[config.mk]
export PLATFORM = sky130hd
export DESIGN_NAME = dff_share_arbiter
export DESIGN_NICKNAME = d
export VERILOG_FILES = /design/src/rtl/dff_share_arbiter.sv
export SDC_FILE = /design/constraint.sdc
export NUM_CORES = 1
export LEC_CHECK = 0
export CAP_MARGIN = 20
export CELL_PAD_IN_SITES_DETAIL_PLACEMENT = 0
export CELL_PAD_IN_SITES_GLOBAL_PLACEMENT = 1
export CORE_UTILIZATION = 35
export CTS_CLUSTER_DIAMETER = 30
export DETAILED_ROUTE_END_ITERATION = 8
export GPL_ROUTABILITY_DRIVEN = 0
export PLACE_DENSITY_LB_ADDON = 0.1
export SLEW_MARGIN = 20
export SYNTH_ARGS = -nofsm -noshare
export SYNTH_HDL_FRONTEND = slang
export SYNTH_SLANG_ARGS = --single-unit
[constraint.sdc]
create_clock -name clk -period 5.5 [get_ports clk]
set_clock_uncertainty 0.05 [all_clocks]
set_input_delay 1.65 -clock clk [delete_from_list [all_inputs] [get_ports clk]]
set_output_delay 1.65 -clock clk [all_outputs]
set_load 0.02 [all_outputs]
[src/rtl/dff_share_arbiter.sv]
// Round-robin arbiter sharing one WIDTH-bit register among N_REQ requesters.
// The granted requester's slice is loaded at the edge ending each grant cycle; lock extends ownership up to MAX_LOCK cycles.
module dff_share_arbiter #(
  parameter int N_REQ    = 4,
  parameter int WIDTH    = 8,
  parameter int MAX_LOCK = 16
) (
  input  logic                     clk,
  input  logic                     reset,
  input  logic [N_REQ-1:0]         req,
  input  logic [N_REQ-1:0]         lock,
  input  logic [N_REQ*WIDTH-1:0]   d_in,
  output logic [N_REQ-1:0]         gnt,
  output logic [$clog2(N_REQ)-1:0] owner,
  output logic                     busy,
  output logic [WIDTH-1:0]         q,
  output logic                     q_valid
);

  localparam int OW = $clog2(N_REQ);
  localparam int CW = $clog2(MAX_LOCK + 1);

  // Handshake: req is a level; while gnt[i] is high, req[i] high at the closing edge means d_in slice i is written.
  typedef enum logic {IDLE, OWN} state_t;

  state_t            state_q, state_d;
  logic [N_REQ-1:0]  gnt_q, gnt_d;
  logic [OW-1:0]     owner_q, owner_d;
  logic [OW-1:0]     ptr_q, ptr_d;
  logic [CW-1:0]     cnt_q, cnt_d;
  logic [WIDTH-1:0]  q_q, q_d;
  logic              q_valid_q, q_valid_d;

  logic [OW-1:0]     rel_ptr;
  logic [OW-1:0]     arb_base;
  logic              arb_found;
  logic [OW-1:0]     arb_idx;
  logic              owner_req;

  // Winner is the first requesting index at or after base, wrapping N_REQ-1 -> 0.
  function automatic logic [OW:0] arb(input logic [N_REQ-1:0] r, input logic [OW-1:0] base);
    logic [OW:0] res;
    int          idx;
    res = '0;
    for (int k = N_REQ - 1; k >= 0; k--) begin
      idx = int'(base) + k;
      if (idx >= N_REQ) idx = idx - N_REQ;
      if (r[idx]) res = {1'b1, OW'(idx)};
    end
    return res;
  endfunction

  always_comb begin
    rel_ptr   = (owner_q == OW'(N_REQ - 1)) ? '0 : owner_q + OW'(1);
    arb_base  = (state_q == OWN) ? rel_ptr : ptr_q;
    {arb_found, arb_idx} = arb(req, arb_base);
    owner_req = req[owner_q];

    state_d   = state_q;
    gnt_d     = gnt_q;
    owner_d   = owner_q;
    ptr_d     = ptr_q;
    cnt_d     = cnt_q;
    q_d       = q_q;
    q_valid_d = q_valid_q;

    case (state_q)
      IDLE: begin
        if (arb_found) begin
          state_d = OWN;
          owner_d = arb_idx;
          gnt_d   = N_REQ'(1) << arb_idx;
          cnt_d   = CW'(1);
        end
      end
      OWN: begin
        if (owner_req) begin
          q_d       = d_in[owner_q*WIDTH +: WIDTH];
          q_valid_d = 1'b1;
        end
        if (owner_req && lock[owner_q] && (cnt_q < CW'(MAX_LOCK))) begin
          cnt_d = cnt_q + CW'(1);
        end else begin
          // Release and re-arbitrate from the slot after the owner in the same edge.
          ptr_d = rel_ptr;
          if (arb_found) begin
            owner_d = arb_idx;
            gnt_d   = N_REQ'(1) << arb_idx;
            cnt_d   = CW'(1);
          end else begin
            state_d = IDLE;
            gnt_d   = '0;
            cnt_d   = '0;
          end
        end
      end
      default: begin
        state_d = IDLE;
        gnt_d   = '0;
      end
    endcase
  end

  always_ff @(posedge clk or posedge reset) begin
    if (reset) begin
      state_q   <= IDLE;
      gnt_q     <= '0;
      owner_q   <= '0;
      ptr_q     <= '0;
      cnt_q     <= '0;
      q_q       <= '0;
      q_valid_q <= 1'b0;
    end else begin
      state_q   <= state_d;
      gnt_q     <= gnt_d;
      owner_q   <= owner_d;
      ptr_q     <= ptr_d;
      cnt_q     <= cnt_d;
      q_q       <= q_d;
      q_valid_q <= q_valid_d;
    end
  end

  assign gnt     = gnt_q;
  assign owner   = owner_q;
  assign busy    = (state_q == OWN);
  assign q       = q_q;
  assign q_valid = q_valid_q;

endmodule

Yosys cells after proc, flatten, opt, wreduce, memory -nomap -nowiden:

Cells that the tools add are included.

* eq/ne operators: 3
* shift-type cells: 2
* multipliers: 0
* $add $sub $neg: 9
* bitwise gates (word level): 2
* reduce and logical (&&, ||, !) cells: 5
* $lt $le $gt $ge: 10
* muxes and demuxes: 40
* div/mod/pow operators: 0

Operators by type and width (count)
* less-than comparator 32 x 4 -> 1 bit (second input constant): 4
* 2-to-1 mux 32 bit: 4
* indexed part select 32 x 6 -> 8 bit: 1
* 2-to-1 mux 1 bit: 13
* binary-select mux 1 bit (select 2 bit): 6
* 2-to-1 mux 3 bit: 4
* 2-to-1 mux 4 bit: 3
* subtractor 3 x 3 -> 4 bit (second input constant): 3
* 2-to-1 mux 5 bit: 2
* case mux 5 bit (2 select lines): 1
* >= comparator 3 bit (second input constant): 3
* 2-to-1 mux 2 bit: 4
* case mux 4 bit (2 select lines): 1
* adder 2 x 2 -> 3 bit (second input constant): 2
* AND reduction 2 bit: 3
* adder 5 x 1 -> 5 bit (second input constant): 1
* less-than comparator 5 bit (second input constant): 1
* inequality test 2 bit (second input constant): 2
* case mux 2 bit (2 select lines): 1
* << shifter 1 x 2 -> 4 bit (first input constant): 1
* subtractor 2 x 3 -> 4 bit (second input constant): 1
* adder 2 x 1 -> 3 bit (second input constant): 1
* >= comparator 2 x 3 -> 1 bit (second input constant): 1
* less-than comparator 2 x 3 -> 1 bit (second input constant): 1
* 5 further kinds: 7

* latch bits: 0
* logic and storage cells: 78
* output and inout bits: 16
* memories: 0
* RAM bits: 0
* memory bits (read-only): 0
* flip-flop bits (word level): 23

Logic depth before layout (Yosys ltp):

Gate-level depths: netlist (run 1).

* depth after elaboration: 17
* depth in mapped cells: 7
* mapped depth without buffers: 6

Worst setup path after synthesis (run 1):

Ideal clock, no wire load.

* path kind: input-to-reg
* from: input port req[3]
* to: register q_q[0] (netlist: q[0])
* arrival time: 2664 ps
* required time: 5325 ps
* stages: 4
* slack: 2661 ps
* buffers on the path: 0
* path through: mux2_2 -> or2_1 -> o211ai_2 -> mux2_2

* cells in the longest elaborated chain, start to end: 3

Ends and longest elaborated chain
* start, declared: RTL line 10 `input logic [N_REQ-1:0] req,`
* binary-select mux 1 bit (select 2 bit): RTL line 57 `owner_req = req[owner_q];`
* 2-to-1 mux 1 bit (implied by the code): RTL line 57
* AND reduction 2 bit (no source line)
* end signal, assigned: RTL line 119 `q_q <= q_d;`
* end, declared: RTL line 31 `logic [WIDTH-1:0] q_q, q_d;`

No other way between the ends. The select of a mux whose other input is x is not followed.
A chain may end at the register's enable or synchronous reset.

Worst setup path in the final report (run 1):

* from: register owner_q[1] (netlist: owner[1])
* to: output port owner[1]

RTL lines
* start, declared: RTL line 28 `logic [OW-1:0] owner_q, owner_d;`
* start signal, assigned: RTL line 116 `owner_q <= owner_d;`
* end, declared: RTL line 14 `output logic [$clog2(N_REQ)-1:0] owner,`

No word-level cell between the ends.

==> impl_results.md, run 1 <==
* Outcome: completed
* Initial core utilization at 37.2%
* WL/cell at 15.3 um
* Multiplexer share of the synthesized area at a little over a quarter
* Final #Nets at 219
* CTS tree: done
* Path type of the worst setup path: register to output port
* Final setup viols at 0
* Final setup TNS at 0 ns
* DRT Pass-1 Iters at 4
* Crit path depth at 1
* IO Pins at 58
* CP bufs+invs at 1
* Final period utilization at 63.3%
* First-pass GRT wire length at approximately 5700 um
* Area growth syn-to-layout at 47.0%
* Type of the tightest min-delay check: register to register
* Grt total ovfl at 0
* Placed wire-length estimate at 2520 um
* Hold Path Stages at 1
* Synthesized flop and latch total at 23
* Crit path cell chain: clkdlybuf4s50_1
* MaxCap Viol Count at 0
* Fillers at 356
* Mapped Area at 1390 sq um
* Vias per inst at ~5.2
* Peak supply drop at 0.259 mV
* Crit path DAT at between 1.5 and 2 ns
* Synth Warn # at 0
* Post-Place Cell Area at ~2000 sq um
* DRC at 0
* CP max stage delay at 0.78 ns
* Root Buffer: clkbuf_8
* Share of cells above drive strength 1 at 12.6%
* CP top delay family: flip-flops
* GRT Total Usage at 17.5%
* Final WL at about 3400 um
* Via count at 1151
* Fmax at ~290 MHz
* Slew @ Worst Pin at 0.865 ns
* Die height at roughly 65 um
* Largest family of logic cells by synthesized area: multiplexers
* Area of the die at 4230 sq um
* Core area at about 3700 sq um
* Synth Area in Adders at about 1.8%
* PortBufs at 57
* Slowest CP cell: dfrtp_1
* Worst hold margin at about 0.45 ns
* Multi-input logic area at 769 sq um
* Cts hold-fix bufs at 0
* Avg Cell Area, Syn at ~12 sq um
* Fin. Hold Viols at 0
* RSZ-0062 raised after global routing: no
* Simple-Gate Fraction of Synth Area at 15.9%
* FF+latch area at 576 sq um
* Post CTS Setup Buffer Count at 0
* CTS Buf Count at 3
* CP Launch Point: owner[1]
* Crit. End Element: output port
* Max-slew violation count at 0
* XOR/XNOR share of the synthesized area at less than 1%
* Count of cell types in the netlist at 36
* Post-Syn Instances at 116
* Crit Path Max Fanout at 15
* Antenna fix cells at 0
* Final instance area at just over 2000 sq um
* Post_cts resized at 0
* Final core occ at 54.7%
* Worst reg2reg path depth at 6
* Remaining antenna violation count at 0
* Cell Rows at 22
* Leak at 0.849 nW
* Sequential share of the synthesized area at 41.3%
* Compound-gate portion of the synthesized area at about 10%
* Post-synth net total at 160
* Vias in the first global route at approximately 1200
* Crit path time final at 3.48 ns
* Reg-to-Reg Start: owner[1]
* Iter 0 DRT Violations at 44
* Initial antenna violation count at 0
* Num Clock Sinks at 23
* H-tree depth at 1
* Required time worst endpoint at 3.80 ns
* Largest net degree at the start of global routing at 24
* Clock slew seen by the registers of the worst setup and hold paths at 0.08 ns
* Bufs on Longest Clock Path at 2
* Critical hold path startpoint: q[7]
* P per Cell Area at 468 nW/um^2
* Max-Slew Margin vs Limit at 42.3%
* Clk Latency, worst-skew pair at about 0.26 ns
* Chip Width at 65.1 um
* Startpoint Class: register
## through the flow
step                std cells  setup WS [ns]  total power, mW
detailed placement        218           1.97            0.859
global placement          218           2.05            0.850
CTS                       222           2.02            0.965
global route              222           1.93             1.03
floorplan                 116           2.66            0.666
finish                    222           2.02            0.957
## registers in the layout, indices dropped and copies added, names as in the netlist
name / flops
q: 8
cnt_q: 5
gnt: 4
owner: 2
ptr_q: 2
busy: 1
q_valid: 1
## cells in the final DEF (no fill, tap or decap), types with 3 or more instances in the layout
cell             count
a22o_1               6
clkbuf_8             3
clkdlybuf4s50_1     57
dfrtp_1             23
inv_1                5
mux2_1               3
mux2_2               9
mux4_1               5
mux4_2               3
nand2_1             11
nand2b_1             3
nand3_1              8
nor2_1               6
o21ai_0              3
## report_power, final
part | internal [mW] | switching (mW)
Combinational | 0.302 | 0.260
Clock | 0.0516 | 0.0508
Sequential | 0.235 | 0.0577
## final timing paths
kind | to | slack, ns
setup reg to reg | gnt[1] | 3.17
hold reg to reg | q[7] | 0.45
setup / recovery | owner[1] | 2.02
hold / removal | q[7] | 0.45
max in group asynchronous | gnt[2] | 3.05
min in group asynchronous | cnt_q[2] | 1.82
## cells in the mapped netlist
cell      count  area (sq um)
nand4_4       1          21.3
mux2_2        9           101
xnor2_1       1          8.76
nand2_4       1          11.3
or2_1         2          12.5
mux2i_1       1          10.0
and2b_1       1          7.51
mux4_2        3          67.6
inv_1         5          18.8
nor2b_1       2          12.5
and3_1        2          12.5
o21ai_1       1          5.00
nand2b_1      3          18.8
mux2_4        1          15.0
or2_4         1          8.76
nor2_1        6          22.5
o21ai_0       3          15.0
a2111o_1      1          11.3
buf_2         2          10.0
a32oi_1       1          8.76
a21o_1        2          15.0
nand4_1       2          12.5
mux4_1        5           131
buf_6         1          11.3
mux2_1        3          33.8
nand2_1      11          41.3
ha_1          2          25.0
dfrtp_1      23           576
mux2i_2       1          13.8
nand3_1       8          40.0
a21oi_1       1          5.00
a41oi_1       1          8.76
a22o_1        6          52.6
o211ai_2      1          12.5
buf_4         1          7.51
o31ai_1       1          7.51
## per-layer routing
layer	track usage, %	up-vias	part of all wire, %
met5	0	-	0
met4	4.35	0	0.56
met3	5.46	2	7.4
met2	29.2	46	46
met1	21.8	553	46
li1	-	550	-
## layout make-up
| class | count | area share [%] |
|---|---|---|
| tap | 48 | 2.93 |
| sequential | 23 | 28.1 |
| inverter | 5 | 0.917 |
| multi-input combinational | 84 | 37.6 |
| timing repair buffer | 58 | 28.2 |
| clock buffer | 4 | 2.20 |
## cells by family after synthesis
logic type | after synthesis
and+or+nand+nor | 40
muxes | 23
DFF | 23
AOI/OAI and AO/OA | 18
buffers and inverters | 9
adders and majority gates | 2
xor gates and xnor gates | 1
Power figures use the tool's default switching activity.
==> run 2, diff against run 1 <==
--- a/config.mk
+++ b/config.mk
@@ -8,7 +8,7 @@
 export CAP_MARGIN = 20
 export CELL_PAD_IN_SITES_DETAIL_PLACEMENT = 0
 export CELL_PAD_IN_SITES_GLOBAL_PLACEMENT = 1
-export CORE_UTILIZATION = 35
+export CORE_UTILIZATION = 32
 export CTS_CLUSTER_DIAMETER = 30
 export DETAILED_ROUTE_END_ITERATION = 8
 export GPL_ROUTABILITY_DRIVEN = 0
==> constraint.sdc (replaced) <==
create_clock -name clk -period 3.5 [get_ports clk]
set_clock_uncertainty 0.05 [all_clocks]
set_input_delay 1.05 -clock clk [delete_from_list [all_inputs] [get_ports clk]]
set_output_delay 1.05 -clock clk [all_outputs]
set_load 0.02 [all_outputs]
==> run 2 against run 1 <==
  * Final area is 0.67% higher
  * Setup slack worse by 1.3 ns
  * Sequential cell count stayed put
  * Total power is 60% higher
  * Die area is 9.1% higher
  * Clock-buffer cell count is 1 lower
  * Via count is 1.0% higher
  * Critical path type unchanged
==> impl_results.md, run 2 (synthesis gave the netlist of run 1 again) <==
* Outcome: completed
* Area of the die at 4620 sq um
* Final setup viols at 0
* Crit path cell chain: clkdlybuf4s50_1
* Num Clock Sinks at 23
* Max-Slew Margin vs Limit at 41.5%
* IO Pins at 58
* Sw Share at 39.1%
* CTS Buf Count at 3
* Most common cell after layout, fill and taps aside: clkdlybuf4s50_1
* Power Internal at 0.931 mW
* Root Buffer: clkbuf_8
* Final period utilization at 78.1%
* Area growth syn-to-layout at 48.0%
* GRT met2 Usage at between 20% and 30%
* Vias per inst at 5.17
* Max-slew violation count at 0
* MaxCap Viol Count at 0
* CP bufs+invs at 1
* Met3 Use GR at 3.00%
* Bufs on Longest Clock Path at 2
* Core area at about 4000 sq um
* Post CTS Setup Buffer Count at 0
* Crit. End Element: output port
* RSZ-0062 raised after global routing: no
* Startpoint Class: register
* Initial core utilization at 34.1%
* Largest net degree at the start of global routing at 24
* Fmax at about 370 MHz
* H-tree depth at 1
* WL/cell at 15.6 um
* Slowest CP cell: clkdlybuf4s50_1
* Final #Nets at between 200 and 250
* Clock slew seen by the registers of the worst setup and hold paths at around 0.090 ns
* Fin. Hold Viols at 0
* Crit path DAT at about 1.6 ns
* Grt total ovfl at 0
* CP max stage delay at ~0.7 ns
* CTS tree: done
* Max FFs per register at 8
* Clock network fraction of design power at 11.3%
* Die height at 68.0 um
* Share of cells above drive strength 1 at 13.7%
* Chip Width at 68.0 um
* Combinational cell fraction of total power at 60.6%
* PortBufs at 57
* Leak at 0.853 nW
* Slew @ Worst Pin at 0.876 ns
* Crit path time final at 2.73 ns
* Post_cts resized at 0
* Iter 0 DRT Violations at 25
* CP top delay family: buffers and inverters
* Path type of the worst setup path: register to output port
* DRT Pass-1 Iters at 4
* Via count at between 1000 and 1500
* Most frequent cells in the layout: clkdlybuf4s50_1, dfrtp_1, nand2_1
* Part of the power in registers at about 28%
* Crit Path Max Fanout at 13
* Met1 capacity usage during global routing at 20.1%
* Peak supply drop at around 0.33 mV
* Final WL at 3500 um
* Remaining antenna violation count at 0
* GR peak layer: met2
* P_sw at roughly 0.6 mW
* GRT Total Usage at 16.0%
* First-pass GRT wire length at 5360 um
* Placed wire-length estimate at 2720 um
* DRC at 0
* Antenna fix cells at 0
* Vias in the first global route at about 1100
* Required time worst endpoint at around 2.4 ns
* Clk Latency, worst-skew pair at 0.27 ns
* Cts hold-fix bufs at 0
* Cell Rows at 23
* Type of the tightest min-delay check: register to register
* Worst hold margin at ~0.46 ns
* Final setup TNS at 0 ns
* P per Cell Area at 742 nW/um^2
* Initial antenna violation count at 0
==> run 2: per-layer routing <==
layer | vias to the layer above | share of wire (%)
met5 | - | 0
met4 | 0 | 1.7
met3 | 6 | 7.9
met2 | 36 | 45
met1 | 565 | 45
li1 | 556 | -
==> run 2: per-stage QoR <==
step	power, mW	area [sq um]	std cells	util [%]	setup slack, ns
finish	1.53	2060	225	50.4	0.768
global route	1.63	2060	225	50.4	0.696
CTS	1.55	2060	225	50.4	0.778
detailed placement	1.37	2010	221	49.2	0.607
global placement	1.36	2010	221	49.2	0.656
floorplan	1.05	1390	116	-	1.26
==> run 2: power by group through the flow <==
| stage | registers, mW | logic (mW) | clock network, mW |
|---|---|---|---|
| 2_1_floorplan | 0.528 | 0.519 | 0 |
| 3_3_place_gp | 0.433 | 0.922 | 0 |
| 3_5_place_dp | 0.436 | 0.934 | 0 |
| 4_1_cts | 0.431 | 0.938 | 0.179 |
| 5_1_grt | 0.444 | 0.997 | 0.193 |
| 6_report | 0.429 | 0.926 | 0.173 |
==> run 2: layout make-up <==
type / instances / area, sq um
timing repair buffer: 59 / 586
clock inverter: 1 / 7.51
inverter: 5 / 18.8
sequential: 23 / 576
clock buffer: 3 / 41.3
fill: 379 / 2030
multi-input combinational: 84 / 769
tap: 50 / 62.6
==> run 2: final timing paths <==
kind / start / end / slack [ns] / cells after the start
worst min register to register: q[5] / q[5] / 0.46 / 1
worst max register to register: owner[0] / gnt[3] / 1.37 / 7
min in group asynchronous: reset / busy / 1.21 / 2
worst min-delay path: q[5] / q[5] / 0.46 / 1
max in group asynchronous: reset / q[1] / 1.65 / 2
worst max-delay path: busy / busy / 0.77 / 1
